File: src/rtl/mole_scheduler.sv
// Whack-a-mole round scheduler: spawns moles on five holes from an LFSR,
// times them out on a prescaled tick, and scores hits and misses.
module mole_scheduler #(
  parameter int unsigned TICK_DIV   = 5000000,
  parameter int unsigned MOLE_LIFE  = 10,
  parameter int unsigned SPAWN_GAP  = 5,
  parameter int unsigned MAX_ACTIVE = 2,
  parameter logic [7:0]  LFSR_SEED  = 8'hA5
) (
  input  logic       clock,
  input  logic       reset,
  input  logic       start,
  input  logic       stop,
  input  logic [2:0] hit,
  output logic [4:0] moles,
  output logic       hit_pulse,
  output logic       miss_pulse,
  output logic [4:0] escape_mask,
  output logic [2:0] active_count,
  output logic       busy
);
  localparam int unsigned NH = 5;
  localparam int unsigned PW = 28;
  localparam int unsigned CW = 4;

  typedef enum logic {IDLE = 1'b0, RUN = 1'b1} state_t;

  state_t                state_q, state_d;
  logic [PW-1:0]         presc_q, presc_d;
  logic [CW-1:0]         gap_q, gap_d, gap_dec;
  logic [NH-1:0][CW-1:0] life_q, life_d;
  logic [NH-1:0]         moles_q, moles_d, escape_q, escape_d;
  logic                  hit_pulse_q, hit_pulse_d, miss_pulse_q, miss_pulse_d;
  logic                  busy_q, busy_d;
  logic [2:0]            hit_prev_q, hit_prev_d, hit_idx;
  logic [2:0]            spawn_base, spawn_idx;
  logic [3:0]            probe;
  logic [7:0]            lfsr_q, lfsr_d;
  logic                  tick, hit_eval, spawn_found;

  // Occupancy is taken from the registered moles, so holes freed this cycle stay blocked.
  always_comb begin
    active_count = '0;
    for (int i = 0; i < NH; i++) active_count = active_count + 3'(moles_q[i]);
  end

  always_comb begin
    spawn_base  = (lfsr_q[2:0] >= 3'd5) ? lfsr_q[2:0] - 3'd5 : lfsr_q[2:0];
    spawn_found = 1'b0;
    spawn_idx   = '0;
    probe       = '0;
    for (int k = 0; k < NH; k++) begin
      probe = 4'(spawn_base) + 4'(k);
      if (probe >= 4'd5) probe = probe - 4'd5;
      if (!spawn_found && !moles_q[probe[2:0]]) begin
        spawn_found = 1'b1;
        spawn_idx   = probe[2:0];
      end
    end
  end

  always_comb begin
    state_d      = state_q;
    presc_d      = presc_q;
    gap_d        = gap_q;
    life_d       = life_q;
    moles_d      = moles_q;
    escape_d     = '0;
    hit_pulse_d  = 1'b0;
    miss_pulse_d = 1'b0;
    hit_prev_d   = hit;
    lfsr_d       = lfsr_q;
    tick         = (presc_q == '0);
    gap_dec      = (gap_q != '0) ? gap_q - CW'(1) : '0;
    hit_eval     = (hit != hit_prev_q) && (hit != 3'd0) && (hit <= 3'd5);
    hit_idx      = hit - 3'd1;

    if (state_q == RUN) lfsr_d = {lfsr_q[6:0], lfsr_q[7] ^ lfsr_q[5] ^ lfsr_q[4] ^ lfsr_q[3]};

    case (state_q)
      IDLE: begin
        if (start && !stop) begin
          state_d = RUN;
          presc_d = PW'(TICK_DIV - 1);
          gap_d   = CW'(1);
          life_d  = '0;
        end
      end
      RUN: begin
        if (stop) begin
          state_d = IDLE;
          presc_d = '0;
          gap_d   = '0;
          life_d  = '0;
          moles_d = '0;
        end else begin
          presc_d = tick ? PW'(TICK_DIV - 1) : presc_q - PW'(1);
          if (tick) begin
            for (int i = 0; i < NH; i++) begin
              if (moles_q[i]) begin
                if (life_q[i] == CW'(1)) begin
                  moles_d[i]  = 1'b0;
                  life_d[i]   = '0;
                  escape_d[i] = 1'b1;
                end else begin
                  life_d[i] = life_q[i] - CW'(1);
                end
              end
            end
            gap_d = gap_dec;
            // A full board leaves gap at zero so the spawn retries on the next tick.
            if (gap_dec == '0 && active_count < 3'(MAX_ACTIVE) && spawn_found) begin
              moles_d[spawn_idx] = 1'b1;
              life_d[spawn_idx]  = CW'(MOLE_LIFE);
              gap_d              = CW'(SPAWN_GAP);
            end
          end
          // Hit overrides an expiry landing on the same hole.
          if (hit_eval) begin
            if (moles_q[hit_idx]) begin
              moles_d[hit_idx]  = 1'b0;
              life_d[hit_idx]   = '0;
              escape_d[hit_idx] = 1'b0;
              hit_pulse_d       = 1'b1;
            end else begin
              miss_pulse_d = 1'b1;
            end
          end
        end
      end
      default: state_d = IDLE;
    endcase

    busy_d = (state_d == RUN);
  end

  always_ff @(posedge clock or posedge reset) begin
    if (reset) begin
      state_q      <= IDLE;
      presc_q      <= '0;
      gap_q        <= '0;
      life_q       <= '0;
      moles_q      <= '0;
      escape_q     <= '0;
      hit_pulse_q  <= 1'b0;
      miss_pulse_q <= 1'b0;
      busy_q       <= 1'b0;
      hit_prev_q   <= '0;
      lfsr_q       <= LFSR_SEED;
    end else begin
      state_q      <= state_d;
      presc_q      <= presc_d;
      gap_q        <= gap_d;
      life_q       <= life_d;
      moles_q      <= moles_d;
      escape_q     <= escape_d;
      hit_pulse_q  <= hit_pulse_d;
      miss_pulse_q <= miss_pulse_d;
      busy_q       <= busy_d;
      hit_prev_q   <= hit_prev_d;
      lfsr_q       <= lfsr_d;
    end
  end

  assign moles       = moles_q;
  assign hit_pulse   = hit_pulse_q;
  assign miss_pulse  = miss_pulse_q;
  assign escape_mask = escape_q;
  assign busy        = busy_q;

endmodule
File: config.mk
export PLATFORM = sky130hd
export DESIGN_NAME = mole_scheduler
export DESIGN_NICKNAME = d
export VERILOG_FILES = /design/src/rtl/mole_scheduler.sv
export SDC_FILE = /design/constraint.sdc
export NUM_CORES = 1
export LEC_CHECK = 0
export CORE_MARGIN = 10
export CORE_UTILIZATION = 52
export DETAILED_ROUTE_END_ITERATION = 10
export PLACE_DENSITY = 0.79
export SLEW_MARGIN = 0
export SYNTH_ARGS = -nofsm -noshare
export SYNTH_HDL_FRONTEND = slang
export SYNTH_SLANG_ARGS = --single-unit
File: constraint.sdc
create_clock -name clock -period 6 [get_ports clock]
set_clock_uncertainty 0.2 [all_clocks]
set_input_delay 1.2 -clock clock [delete_from_list [all_inputs] [get_ports clock]]
set_output_delay 1.2 -clock clock [all_outputs]
set_load 0.005 [all_outputs]
Word level (Yosys, flattened, before mapping)
Index checks and enable logic that the tools add are counted.

Bits in registers: 76. Bits of input ports: 7. Output and inout bits: 16.

Add/subtract/negate cells: 22. $lt $le $gt $ge: 17. Equal/unequal tests: 8. Multiplexer cells: 140. Bitwise gates (word level): 13. Reduce and logical (&&, ||, !) cells: 24.

Operator list (number): 20-bit 2-to-1 mux (8); 4-bit 2-to-1 mux (32); 28-bit 2-to-1 mux (3); 5-bit 2-to-1 mux (14); 1-bit 2-to-1 mux (58); 28-bit one-hot mux with 2 select lines (1); 20-bit one-hot mux with 2 select lines (1); 3-bit 2-to-1 mux (11); 28-bit logical NOT (1); 3-bit by 4-bit < comparator with 1-bit output (second input constant) (7); 28-bit by 1-bit subtractor with 28-bit output (second input constant) (1); 4-bit demux with 3-bit select (2); 4-bit by 1-bit subtractor with 4-bit output (second input constant) (6); 20-bit AND (1); 4-bit by 1-bit == test with 1-bit output (second input constant) (5); 20-bit inverter (1); 1-bit binary-select mux with 3-bit select (6); 3-bit subtractor (second input constant) (6); 4-bit by 3-bit >= comparator with 1-bit output (second input constant) (4); 1-bit logical AND (11); 10-bit AND (1); 5-bit AND (2); 10-bit inverter (1); 10-bit OR (1); other kinds (26) (40).

Logic depth before layout (Yosys ltp)
Depth after elaboration: 34. Gate-level depth with buffers: 20. Gate-level depth less buffers: 18.

Least setup slack after synthesis
No wires, ideal clock.

Kind: register to register. Start point: register lfsr_q[0]. End point: register life_q[12] in the netlist's numbering. Setup time: 0.127 ns. Arrival: 4.664 ns. Data required time: 5.673 ns. Path slack: 1.009 ns. Stages on the path, launching flop included: 21. Clock period less this slack: 4.991 ns. Cell sequence: dfstp_2 buf_2 buf_2 inv_1 ha_1 nand2_1 o21a_1 ha_1 inv_1 fa_1 a21oi_1 a311oi_1 o311ai_0 nor3_1 nor2_1 nand3_4 or3_1 o311ai_1 nand4_2 a41oi_2 o21ai_1.

Cells in the longest elaborated chain, start to end: 34. Elaborated cells on any way between the ends: 70.

Ends and longest elaborated chain: from (decl) (line 38) `logic [7:0] lfsr_q, lfsr_d;`; from (signal assigned) (line 161) `lfsr_q <= lfsr_d;`; 3-bit subtractor / 3-bit >= comparator (equally long branches) (line 48) `spawn_base = (lfsr_q[2:0] >= 3'd5) ? lfsr_q[2:0] - 3'd5 : lfsr_q[2:0];`; 3-bit 2-to-1 mux * (line 48); 3-bit by 1-bit adder with 4-bit output (line 53) `probe = 4'(spawn_base) + 4'(k);`; 4-bit by 3-bit >= comparator with 1-bit output / 3-bit subtractor (equally long branches) (line 54) `if (probe >= 4'd5) probe = probe - 4'd5;`; 3-bit 2-to-1 mux (line 54); 1-bit binary-select mux with 3-bit select (line 55) `if (!spawn_found && !moles_q[probe[2:0]]) begin`; 1-bit 2-to-1 mux (implied by the code) (line 55); 1-bit logical NOT (line 55); [18 not listed]; 20-bit 2-to-1 mux * (line 98) `if (tick) begin`; 20-bit 2-to-1 mux * (line 90) `if (stop) begin`; 20-bit 2-to-1 mux * (line 80) `case (state_q)`; 20-bit AND (no source line); 20-bit 2-to-1 mux (line 120) `if (moles_q[hit_idx]) begin`; 20-bit 2-to-1 mux * (line 119) `if (hit_eval) begin`; 20-bit 2-to-1 mux * (line 90); 20-bit one-hot mux with 2 select lines * (line 80); to (signal assigned) (line 154) `life_q <= life_d;`; to (decl) (line 31) `logic [NH-1:0][CW-1:0] life_q, life_d;`.

Every way passes the cells marked *; elsewhere a longest branch is shown, timed or not. The select of a mux whose other input is x is not followed. A chain may end at the register's enable or synchronous reset.

Worst setup path after layout
Start point: register lfsr_q[0]. End point: register life_q[0] in the netlist's numbering.

Same word-level chain as after synthesis.

==> results.tsv <==
metric	value	unit
CTS tree	done	
Die Width	126	um
P&R area growth vs syn	8.83	%
CTS buffer count	9	
setup TNS	0	ns
post-synthesis register bit count	76	
Post-CTS Hold Buffers	0	
Detail Route Antenna Nets	0	
Crit path buffers/inverters	4	
drt pass-1 iters	5	
Final Util	58.2	%
Worst-Skew Late Latency	0.38	ns
start-to-end type of the worst setup path	flop to flop	
final setup fails	0	
H-tree depth	3	
CP Max Fanout	24	
DR iter-0 viols	507	
initial antenna violation count	0	
power density cells	502	nW/um2
Synth Area in Compound Gates	26.1	%
synthesized area per cell	8.29	um2
ys async rst share	100	%
largest area contributor in the netlist	dfrtp_1	
Critical Path Slowest Stage Cell	dfstp_2	
Initial Utilization	53.5	%
die height	126	um
Critical Path Most Common Cell	ha_1	
commonest non-fill, non-tap cell in the layout	o21ai_0	
RSZ-0062 raised after global routing	false	
Tcrit/Tclk final	88.6	%
fraction of layout cells with a size suffix above 1	9.78	%
Syn Inst Count	702	
largest net degree at the start of global routing	42	
number of distinct library cells after synthesis	83	
Worst-path clk slew	0.10	ns
CP delay by family, top	compound AO/OA/AOI/OAI gates	
Vias/cell	6.41	
Yosys top cell area share	30.9	%
GRT Util Overall	18.5	%
Synth Area in XOR/XNOR	3.31	%
crit path cell chain	inv_1 -> ha_1 -> nand2_1 -> o21a_1 -> buf_4 -> inv_1 -> ha_1 -> ha_1 -> and2_1 -> a21oi_1 -> or3_1 -> o31ai_1 -> a211oi_1 -> buf_4 -> or2b_1 -> o31ai_1 -> nand3_1 -> a21oi_1 -> o21ai_1	
Die ar.	15800	um2
Root Buffer	clkbuf_8	
CP Capture Type	flop	
CTS sink count	76	
vias in the first global route	5204	
Nets	749	
Max clock buf depth	2	
crit path launch type	flop	
Mapped Nets	740	
mapped cell area	5820	um2
most frequent cells in the layout	77 x o21ai_0, 72 x dfrtp_1, 70 x nand2_1, 53 x nor2_1, 44 x a21oi_1	
Crit path largest cell delay	0.83	ns
Post-synth top flop	dfrtp_1	
Setup Buffers After CTS	0	
antenna fix cells	0	
Core ar.	10900	um2
Final Wtd Congestion	0.952	
max cap viols	0	
DR WL/cell	17.8	um
post-synthesis mux area share	4.06	%
global route total overflow	0	
status	finished, final reports clean	
Hold Path Class	flop to flop	
final-layout fill cell count	989	
Seq/Total Area, Yosys	32.7	%
smallest hold slack	0.304	ns
I/O pin count	23	
Post-Synth Simple-Gate Area	21.6	%
dpl hpwl	10.6	mm
Hold Violations, Final	0	
Slew headroom	35.7	%
Syn. warnings	0	
Synth Area in Adders	7.05	%
main combinational cell family by area after synthesis	compound AO/OA/AOI/OAI gates	
std cell rows	38	
Routed WL	15.2	mm
worst slew pin tran	0.965	ns
largest cells by area after synthesis	dfrtp_1 31%, o21ai_0 6.6%, ha_1 6.0%	
Fmax achieved	0.188	GHz
Peak VDD IR	0.000284	V
post-CTS sizing	0	
via count	5488	
count of final max-slew check failures	0	
Post-synth EDFFs	0	
Port Buffers	22	
Static Leak	2.59	nW
first-pass GRT wire length	25.3	mm
DRC viols	0	
Tmin final	5.32	ns
critical path required time	6.06	ns
crit path DAT	5.37	ns
routing by layer:
layer | vias up | part of all wire, % | global-route usage [%]
met5 | - | 0 | 0
met4 | 0 | 1.4 | 6.03
met3 | 23 | 6.7 | 4.11
met2 | 204 | 47 | 29.8
met1 | 2681 | 45 | 24.1
li1 | 2580 | - | -
power breakdown:
| group | switching [mW] | leakage, nW | total, mW | internal [mW] |
|---|---|---|---|---|
| clock network | 0.217 | 0.0893 | 0.381 | 0.164 |
| registers | 0.0830 | 1.00 | 0.649 | 0.566 |
| logic | 1.31 | 1.50 | 2.15 | 0.840 |
| total | 1.61 | 2.59 | 3.18 | 1.57 |
final timing paths:
| check | from | to | slack, ns | cells past startpoint |
|---|---|---|---|---|
| max reg2reg | lfsr_q[0] | life_q[0] | 0.68 | 19 |
| max | lfsr_q[0] | life_q[0] | 0.68 | 19 |
| min in group asynchronous | reset | life_q[2] | 1.11 | 2 |
| max in group asynchronous | reset | lfsr_q[5] | 3.45 | 3 |
| min | presc_q[27] | presc_q[27] | 0.30 | 1 |
| min reg2reg | presc_q[27] | presc_q[27] | 0.30 | 1 |
cell type report:
class                           count  area [um2]  share of cell area, %
Timing Repair Buffer               33         303                   4.78
Multi-Input combinational cell    552        3620                   57.2
Clock buffer                       10         138                   2.17
Inverter                           39         146                   2.31
Clock inverter                      6        46.3                  0.731
Tap cell                          140         175                   2.76
Sequential cell                    76        1910                   30.1
cell families after synthesis:
| family | after synthesis |
|---|---|
| flip-flops | 76 |
| AND/OR/NAND/NOR | 248 |
| adder cells (fa/ha/maj) | 31 |
| multiplexers | 22 |
| XOR/XNOR | 22 |
| buffers and inverters | 74 |
| AO/OA/AOI/OAI | 229 |
flip-flops by register name, summed over array words and instances, names as in the netlist:
register,cells
lfsr_q,8
life_q,20
gap_q,4
moles,5
hit_prev_q,3
escape_mask,5
presc_q,28
busy,1
hit_pulse,1
miss_pulse,1
through the flow:
stage	cell area (um2)	cells	worst slack, ns	power, mW
global route	6340	856	0.278	3.42
global placement	6150	840	0.962	2.74
floorplan	5820	702	1.01	2.30
finish	6340	856	0.683	3.18
CTS	6340	856	0.780	3.15
detailed placement	6150	840	0.812	2.75
synth_stat cells (5+ instances only):
cell,count
o31ai_1,11
o21a_1,5
ha_1,28
nor4_1,10
nand2b_1,7
and2_1,6
xor2_1,9
o22ai_1,6
a21oi_1,44
a21o_1,9
or3_1,6
clkbuf_1,27
dfrtp_1,72
inv_1,37
mux2i_1,12
o211ai_1,7
xnor2_1,13
mux2_2,9
or2_2,8
a31oi_1,6
nor3b_1,11
nor3_1,26
o21ai_1,10
nor2_1,53
nand4_1,5
nor2b_1,6
o21ai_0,77
nand3_1,18
nand2_1,70
Note: power is estimated with default switching activity, not from simulation.
